File: config.mk
export PLATFORM = sky130hd
export DESIGN_NAME = timer_irq_controller
export DESIGN_NICKNAME = d
export VERILOG_FILES = /design/src/rtl/irq_ctrl_pkg.sv /design/src/rtl/irq_priority_picker.sv /design/src/rtl/timer_irq_controller.sv
export SDC_FILE = /design/constraint.sdc
export NUM_CORES = 1
export LEC_CHECK = 0
export ABC_CLOCK_PERIOD_IN_PS = 2700
export CAP_MARGIN = 10
export CORE_ASPECT_RATIO = 1.25
export CORE_MARGIN = 2
export CORE_UTILIZATION = 52
export CTS_CLUSTER_DIAMETER = 50
export DETAILED_ROUTE_END_ITERATION = 8
export GPL_ROUTABILITY_DRIVEN = 0
export PLACE_DENSITY_LB_ADDON = 0.15
export SETUP_SLACK_MARGIN = 0.5
export SYNTH_ARGS = -nofsm -noshare
export SYNTH_HDL_FRONTEND = slang
export SYNTH_SLANG_ARGS = --single-unit
File: constraint.sdc
create_clock -name clk -period 2.7 [get_ports clk]
set_input_delay 0.675 -clock clk [delete_from_list [all_inputs] [get_ports clk]]
set_output_delay 0.675 -clock clk [all_outputs]
set_load 0.005 [all_outputs]
File: src/rtl/irq_ctrl_pkg.sv
`default_nettype none
// +--------------------------------------------------------------------+
// | irq_ctrl_pkg: shared state codes, register offsets and CTRL bits    |
// | Rev 1.0                                                            |
// +--------------------------------------------------------------------+
package irq_ctrl_pkg;

  typedef logic [1:0] state_t;

  localparam state_t ST_IDLE   = 2'd0;
  localparam state_t ST_ASSERT = 2'd1;
  localparam state_t ST_CLEAR  = 2'd2;
  localparam state_t ST_SETTLE = 2'd3;

  localparam logic [1:0] MASK_OFS    = 2'd0;
  localparam logic [1:0] CTRL_OFS    = 2'd1;
  localparam logic [1:0] PENDING_OFS = 2'd2;
  localparam logic [1:0] VECTOR_OFS  = 2'd3;

  localparam int CTRL_EN = 0;
  localparam int CTRL_RR = 1;

endpackage : irq_ctrl_pkg
`default_nettype wire

File: src/rtl/irq_priority_picker.sv
`default_nettype none
// +--------------------------------------------------------------------+
// | irq_priority_picker: fixed / round-robin selection of one request  |
// | Rev 1.0                                                            |
// +--------------------------------------------------------------------+
module irq_priority_picker #(
  parameter int NUM_SOURCES = 8
) (
  input  logic [NUM_SOURCES-1:0] req,
  input  logic [2:0]             start_ptr,
  input  logic                   rr_mode,
  output logic                   valid,
  output logic [2:0]             index
);

  logic [2:0] w_start;

  // Fixed priority is round-robin anchored at source 0.
  assign w_start = rr_mode ? start_ptr : 3'd0;
  assign valid   = |req;

  // Descending scan so the candidate closest to the start pointer is written last.
  always_comb begin
    index = 3'd0;
    for (int s = 0; s < NUM_SOURCES; s++) begin
      if (w_start == 3'(s)) begin
        for (int k = NUM_SOURCES - 1; k >= 0; k--) begin
          if (req[(s + k) % NUM_SOURCES]) begin
            index = 3'((s + k) % NUM_SOURCES);
          end
        end
      end
    end
  end

endmodule : irq_priority_picker
`default_nettype wire

File: src/rtl/timer_irq_controller.sv
`default_nettype none
// +--------------------------------------------------------------------+
// | timer_irq_controller: arbitrates peripheral flags onto one CPU irq |
// | Rev 1.0                                                            |
// +--------------------------------------------------------------------+
module timer_irq_controller
  import irq_ctrl_pkg::*;
#(
  parameter logic [7:0] IRQ_CTRL_ADDRESS = 8'h00,
  parameter int         NUM_SOURCES      = 8
) (
  input  logic                   clk,
  input  logic                   rst,
  input  logic [7:0]             din,
  input  logic [7:0]             address,
  input  logic                   w_en,
  input  logic                   r_en,
  output logic [7:0]             dout,
  input  logic [NUM_SOURCES-1:0] src_flag,
  output logic [NUM_SOURCES-1:0] src_flag_clr,
  output logic                   irq,
  output logic [2:0]             irq_vector,
  input  logic                   irq_ack
);

  function automatic logic [NUM_SOURCES-1:0] f_onehot(input logic [2:0] idx);
    logic [NUM_SOURCES-1:0] v;
    v = '0;
    for (int i = 0; i < NUM_SOURCES; i++) begin
      v[i] = (idx == 3'(i));
    end
    return v;
  endfunction

  logic [NUM_SOURCES-1:0] r_mask;
  logic [1:0]             r_ctrl;
  logic [2:0]             r_rr_ptr;
  logic [2:0]             r_last_vec;
  state_t                 r_state;
  logic                   r_irq;
  logic [2:0]             r_vec;
  logic [NUM_SOURCES-1:0] r_clr;
  logic [7:0]             r_dout;

  logic [7:0]             w_ofs;
  logic                   w_mapped;
  logic [NUM_SOURCES-1:0] w_candidate;
  logic                   w_cand_hit;
  logic                   w_pick_valid;
  logic [2:0]             w_pick_idx;
  logic [2:0]             w_rr_next;

  assign w_ofs    = address - IRQ_CTRL_ADDRESS;
  assign w_mapped = (w_ofs[7:2] == 6'd0);

  assign w_candidate = src_flag & r_mask & {NUM_SOURCES{r_ctrl[CTRL_EN]}};
  assign w_cand_hit  = |(w_candidate & f_onehot(r_vec));
  assign w_rr_next   = (r_vec == 3'(NUM_SOURCES - 1)) ? 3'd0 : r_vec + 3'd1;

  irq_priority_picker #(
    .NUM_SOURCES (NUM_SOURCES)
  ) u_picker (
    .req       (w_candidate),
    .start_ptr (r_rr_ptr),
    .rr_mode   (r_ctrl[CTRL_RR]),
    .valid     (w_pick_valid),
    .index     (w_pick_idx)
  );

  always_ff @(posedge clk) begin
    if (rst) begin
      r_mask <= '0;
      r_ctrl <= 2'b00;
      r_dout <= 8'h00;
    end else begin
      if (w_en && w_mapped) begin
        case (w_ofs[1:0])
          MASK_OFS: r_mask <= din[NUM_SOURCES-1:0];
          CTRL_OFS: r_ctrl <= din[1:0];
          default:  ;
        endcase
      end
      if (r_en && w_mapped) begin
        case (w_ofs[1:0])
          MASK_OFS:    r_dout <= 8'(r_mask);
          CTRL_OFS:    r_dout <= {6'b0, r_ctrl};
          PENDING_OFS: r_dout <= 8'(src_flag & r_mask);
          default:     r_dout <= {5'b0, r_last_vec};
        endcase
      end
    end
  end

  always_ff @(posedge clk) begin
    if (rst) begin
      r_state    <= ST_IDLE;
      r_irq      <= 1'b0;
      r_vec      <= 3'd0;
      r_clr      <= '0;
      r_rr_ptr   <= 3'd0;
      r_last_vec <= 3'd0;
    end else begin
      case (r_state)
        ST_IDLE: begin
          if (w_pick_valid) begin
            r_vec   <= w_pick_idx;
            r_irq   <= 1'b1;
            r_state <= ST_ASSERT;
          end
        end
        ST_ASSERT: begin
          // An acknowledge beats a flag that vanishes in the same cycle.
          if (irq_ack) begin
            r_irq      <= 1'b0;
            r_clr      <= f_onehot(r_vec);
            r_last_vec <= r_vec;
            if (r_ctrl[CTRL_RR]) begin
              r_rr_ptr <= w_rr_next;
            end
            r_state <= ST_CLEAR;
          end else if (!w_cand_hit) begin
            r_irq   <= 1'b0;
            r_state <= ST_IDLE;
          end
        end
        ST_CLEAR: begin
          r_clr   <= '0;
          r_state <= ST_SETTLE;
        end
        default: begin
          r_state <= ST_IDLE;
        end
      endcase
    end
  end

  assign dout         = r_dout;
  assign irq          = r_irq;
  assign irq_vector   = r_vec;
  assign src_flag_clr = r_clr;

endmodule : timer_irq_controller
`default_nettype wire

# Word-level counts from Yosys, hierarchy flattened
# Index checks and enable logic that the tools add are counted.
# word_totals
regBits,38
inputBits,29
out_inout_bits,20
wordCells,138
# op_classes
add_sub_neg,1
n_eq_ne,21
mux,85
bitwise_logic,3
reduce_logical,19
# ops
operator,count
3-bit two-way mux,74
8-bit bitwise AND,3
"3-bit equality test, second input constant",8
8-bit case mux with 3 select lines,1
8-bit case mux with 2 select lines,1
8-bit OR reduction,2
"3-bit by 2-bit equality test with 1-bit output, second input constant",4
2-bit AND reduction,6
8-bit two-way mux,1
"3-bit by 1-bit equality test with 1-bit output, second input constant",2
3-bit zero test,2
6-bit zero test,1
2-bit two-way mux,3
2-bit case mux with 3 select lines,1
3-bit AND reduction,2
"2-bit by 1-bit equality test with 1-bit output, second input constant",2
"2-bit equality test, second input constant",2
2-bit zero test,2
2-bit nonzero test,2
"3-bit by 1-bit adder with 3-bit output, second input constant",1
1-bit two-way mux,3
"3-bit inequality test, second input constant",1
1-bit logical AND,2
"2-bit by 1-bit inequality test with 1-bit output, second input constant",1
2 further kinds,2

# Logic depth before layout (Yosys ltp)
# logic_depth
word_depth,74
mapped_depth,8
depth_no_buf,7

# Hierarchy
# A second synthesis with hierarchy kept.
# hier_totals
hier_cells,265
hier_area_um2,2252.2
# modules_own_cells
module,instances,cells_each,area_each_um2,seq_area_each_um2
timer_irq_controller,1,191,1793.0,760.7
irq_priority_picker,1,74,459.2,0.0

# Worst setup path before layout
# Ideal clock, no wire load.
# synth_timing
path_kind,input-to-reg
from,input port src_flag[1]
to,"register r_vec[1], in the netlist irq_vector[1]"
setup_time_ns,0.130
arrival_time_ns,1.696
required_time_ns,2.570
slack_ns,0.874
path_stages,6
n_path_buf,0
path_cell_list,and2_2 nand2_1 a211o_1 a32o_1 a211oi_1 o32ai_1
# synth_via
elab_chain_len,68
word_cells_on_any_way,70
cone_classes,mux: 66; bitwise: 2; reduce/logical: 2
# synth_lines
element,line,source
start: declaration,timer_irq_controller.sv:19,"input logic [NUM_SOURCES-1:0] src_flag,"
8-bit bitwise AND * (2 in series),timer_irq_controller.sv:56,assign w_candidate = src_flag & r_mask & {NUM_SOURCES{r_ctrl[CTRL_EN]}};
3-bit two-way mux (2 in series),irq_priority_picker.sv:28,if (req[(s + k) % NUM_SOURCES]) begin
3-bit two-way mux,irq_priority_picker.sv:26,if (w_start == 3'(s)) begin
3-bit two-way mux (8 in series),irq_priority_picker.sv:28,
3-bit two-way mux,irq_priority_picker.sv:26,
3-bit two-way mux (8 in series),irq_priority_picker.sv:28,
3-bit two-way mux,irq_priority_picker.sv:26,
3-bit two-way mux (8 in series),irq_priority_picker.sv:28,
3-bit two-way mux,irq_priority_picker.sv:26,
3-bit two-way mux (8 in series),irq_priority_picker.sv:28,
3-bit two-way mux,irq_priority_picker.sv:26,
3-bit two-way mux (8 in series),irq_priority_picker.sv:28,
3-bit two-way mux,irq_priority_picker.sv:26,
3-bit two-way mux (8 in series),irq_priority_picker.sv:28,
3-bit two-way mux,irq_priority_picker.sv:26,
3-bit two-way mux (8 in series),irq_priority_picker.sv:28,
3-bit two-way mux,irq_priority_picker.sv:26,
end signal: assignment,timer_irq_controller.sv:106,r_vec <= w_pick_idx;
end: declaration,timer_irq_controller.sv:41,logic [2:0] r_vec;
# Every way passes the cells marked *; elsewhere a longest branch is shown, timed or not.
# A chain may end at the register's enable or synchronous reset.

# Final worst setup path
# layout_timing
from,input port src_flag[3]
to,"register r_vec[0], in the netlist irq_vector[0]"
# layout_via
elab_chain_len,70
word_cells_on_any_way,72
cone_classes,mux: 68; bitwise: 2; reduce/logical: 2
# layout_lines
element,line
8-bit bitwise AND * (2 in series),timer_irq_controller.sv:56
3-bit two-way mux (4 in series),irq_priority_picker.sv:28
3-bit two-way mux,irq_priority_picker.sv:26
3-bit two-way mux (8 in series),irq_priority_picker.sv:28
3-bit two-way mux,irq_priority_picker.sv:26
3-bit two-way mux (8 in series),irq_priority_picker.sv:28
3-bit two-way mux,irq_priority_picker.sv:26
3-bit two-way mux (8 in series),irq_priority_picker.sv:28
3-bit two-way mux,irq_priority_picker.sv:26
3-bit two-way mux (8 in series),irq_priority_picker.sv:28
3-bit two-way mux,irq_priority_picker.sv:26
3-bit two-way mux (8 in series),irq_priority_picker.sv:28
3-bit two-way mux,irq_priority_picker.sv:26
3-bit two-way mux (8 in series),irq_priority_picker.sv:28
3-bit two-way mux,irq_priority_picker.sv:26
3-bit two-way mux (8 in series),irq_priority_picker.sv:28
3-bit two-way mux,irq_priority_picker.sv:26
# Marks and branches as above.

==> impl_results.md <==
- Status: complete, no violations
- Grt ovf: 0
- Worst path arrival time: 2370 ps
- # hold bufs at CTS: 0
- Lkg Pwr: 0.001101 uW
- Final instance area: 3109 sq um
- Combinational Power Share: 6.4%
- Post-DP Area: 2867 sq um
- Worst Reg-to-Reg Cells: 6
- Antenna viol nets, final: 0
- Final slew viol count: 0
- Syn_nets: 325
- Pin count of the biggest net entering global routing: 27
- Die H: 78.11 microns
- Setup WS post-layout: 531.6 ps
- Top-level I/O count: 49
- Total Neg Setup Slack: 0 ps
- Clk root buf: clkbuf_8
- Post-synth EDFFs: 0
- First-pass GRT wire length: 11070 microns
- Worst-path clk slew: 80 ps
- Pint: 973.9 uW
- Clock Skews: 2.257 ps
- Area Growth Syn to Fin: 36.09%
- WS Path Type: primary input to flop
- Clock Sinks: 38
- Hold Fails Final Rpt: 0
- CP peak stage delay: 470 ps
- H-Tree Depth: 2
- Flop pwr share: 45.5%
- Final period util: 80.31%
- Worst setup SP type: primary input
- Switch Pwr: 258.8 uW
- Synth unique cells: 51
- Register bit total from synthesis: 38
- Fillers: 344
- Initial antenna violation count: 0
- Initial core utilization: 54.87%
- Critical Path RT: 2900 ps
- Crit end category: flop
- Vias: 2586
- I/O Buffers: 48
- Hold Path Stages: 2
- Residual DRC: 0
- Clock power frac: 48.1%
- Total GRT Usage: 28.21%
- Top cells by area, synth: dfxtp_1 33%, nor2_1 8.4%, mux2i_1 5.7%, a21oi_1 3.9%, nand2_1 3.8%
- Vias in the first global route: 2372
- Worst VDD drop: 0.4956 mV
- Layout cell share with drive strength beyond 1: 13.33%
- Post-synth top area cell: dfxtp_1
- Top_reg_cell synth: dfxtp_1
- Yosys warns: 0
- Rel. slew slack: 57.28%
- Synth cell count leaders: 51 x nor2_1, 38 x dfxtp_1, 23 x nand2_1
- CP Cell Sequence: clkdlybuf4s50_1 -> a22o_2 -> o21ai_4 -> a31oi_4 -> and2_4 -> buf_4 -> o32ai_1
- Rows: 26
- Post-synthesis sequential area ratio: 33.30%
- Worst slack, placed: 68.93 ps
- Nets: 379
- Worst min path class: flop to flop
- Worst slew pin tran: 640.9 ps
- Ys async rst share: 0%
- Final min period: 2168 ps
- Core ar.: 4164 sq um
- Die area: 4943 sq um
- Final wirelength: 6891 microns
- Unrepaired setup endpoints after global routing: yes
- Dpl hpwl: 4966 microns
- Drt initial violations: 367
- Clock Path Buffers: 2
- Slowest CP cell: clkdlybuf4s50_1
- Syn Area/Cell: 7.878 sq um
- Drt first pass iters: 5
- Most common cell in the netlist: nor2_1
- ANT cells: 0
- Synthesized area: 2285 sq um
- Final setup vio count: 0
- Post-synth top area share: 33.30%
- Clk Latency, worst-skew pair: 300 ps
- Final Util: 74.67%
- DIE WIDTH: 63.29 microns
- Vias/cell: 6.449
- TritonCTS clock tree: built
- Post-DR wirelength/cell: 17.18 microns
- Total of max-cap violations: 0
- Num CTS Buffers: 5
- Crit Path Max Fanout: 5
- Power density over cell area: 396.5 nW/um^2
- Max Fclk: 0.4612 GHz
- Post-Synthesis Cells: 290
- Sw Share: 21.00%
-- registers in the layout, summed over array words and instances (netlist names) --
| signal | flops |
|---|---|
| dout | 8 |
| irq | 1 |
| irq_vector | 3 |
| r_ctrl | 2 |
| r_last_vec | 3 |
| r_mask | 8 |
| r_rr_ptr | 3 |
| r_state | 2 |
| src_flag_clr | 8 |
-- worst max-delay path: cells and delay by family --
kind	cells	cell delay (ps)
AO/OA/AOI/OAI	4	910
buffers and inverters	2	620
AND/OR/NAND/NOR	1	160
-- worst paths after layout --
check	from	endpoint	slack (ps)
worst max-delay path	src_flag[3]	irq_vector[0]	530
worst min-delay path	src_flag_clr[6]	src_flag_clr[6]	490
worst max register to register	r_ctrl[0]	irq_vector[1]	640
worst min register to register	src_flag_clr[6]	src_flag_clr[6]	490
-- power groups by stage --
stage | combinational (uW) | sequential, uW | clock, uW
6_report | 78.9 | 561 | 593
5_1_grt | 84.9 | 561 | 613
4_1_cts | 75.6 | 561 | 598
3_5_place_dp | 75.3 | 574 | 0
3_3_place_gp | 74.3 | 574 | 0
2_1_floorplan | 15.2 | 574 | 0
-- kinds of logic (layout without fill, tap and decap cells) --
| logic type | Yosys count | count (layout) | synth area share [%] |
|---|---|---|---|
| adder cells (fa/ha/maj) | 6 | 6 | 3.286 |
| multiplexers | 13 | 13 | 5.695 |
| buffers and inverters | 27 | 82 | 5.148 |
| AO/OA/AOI/OAI | 91 | 91 | 29.03 |
| AND/OR/NAND/NOR | 115 | 115 | 23.55 |
| flip-flops | 38 | 38 | 33.30 |
-- layout by cell type, fill, tap and decap left out, types with 2 or more instances in the layout --
cell type	Yosys	routed
a32oi_1	5	5
bufinv_16	0	2
mux2i_1	13	13
clkdlybuf4s50_1	0	42
a41o_1	2	2
buf_6	1	2
nor3_1	4	4
dlygate4sd2_1	0	2
nand4_1	5	5
dlymetal6s2s_1	0	4
a211oi_1	4	3
and2_4	1	4
a22oi_1	8	7
clkbuf_8	0	5
and2_1	6	4
o21ai_4	0	2
buf_4	1	12
nor4_1	2	2
a21oi_1	18	16
a21oi_2	0	2
o21ai_0	16	16
dfxtp_1	38	37
inv_1	11	11
nand2_1	23	23
a22o_4	1	2
ha_1	6	6
and3_1	2	2
nor2_1	51	51
o211ai_1	10	10
a32o_1	3	3
nand3_1	13	13
a311oi_1	5	4
-- repair_timing --
action | 4_1_cts | 5_1_grt
buffers inserted | 1 | 0
pin swaps | 3 | 9
hold endpoints to repair | 0 | 0
setup endpoints to repair | 1 | 7
gates resized for setup | 7 | 19
-- cell type report --
class / instances / area [sq um] / share of cell area (%)
clock buffers: 5 / 68.82 / 2.213
well taps: 56 / 70.07 / 2.254
inverters: 12 / 45.04 / 1.449
repair buffers: 62 / 600.6 / 19.32
clock inverters: 3 / 68.82 / 2.213
multi-input cells: 225 / 1494 / 48.05
flip-flops and latches: 38 / 762.0 / 24.51
-- per-layer routing --
layer	share of wire [%]	vias to the layer above	track usage [%]
li1	-	1187	-
met1	42	1203	35.82
met2	46	158	45.21
met3	7.4	38	5.444
met4	4.7	0	15.00
met5	0	-	0
-- through the flow --
step	power [uW]	hold slack, ps	cells
6_report	1233	492.6	401
5_1_grt	1259	528.8	401
4_1_cts	1235	498.0	401
3_5_place_dp	649.3	478.8	392
3_3_place_gp	648.3	472.8	392
2_1_floorplan	589.1	460.2	290
No activity file was read; power rests on OpenSTA's default activity.
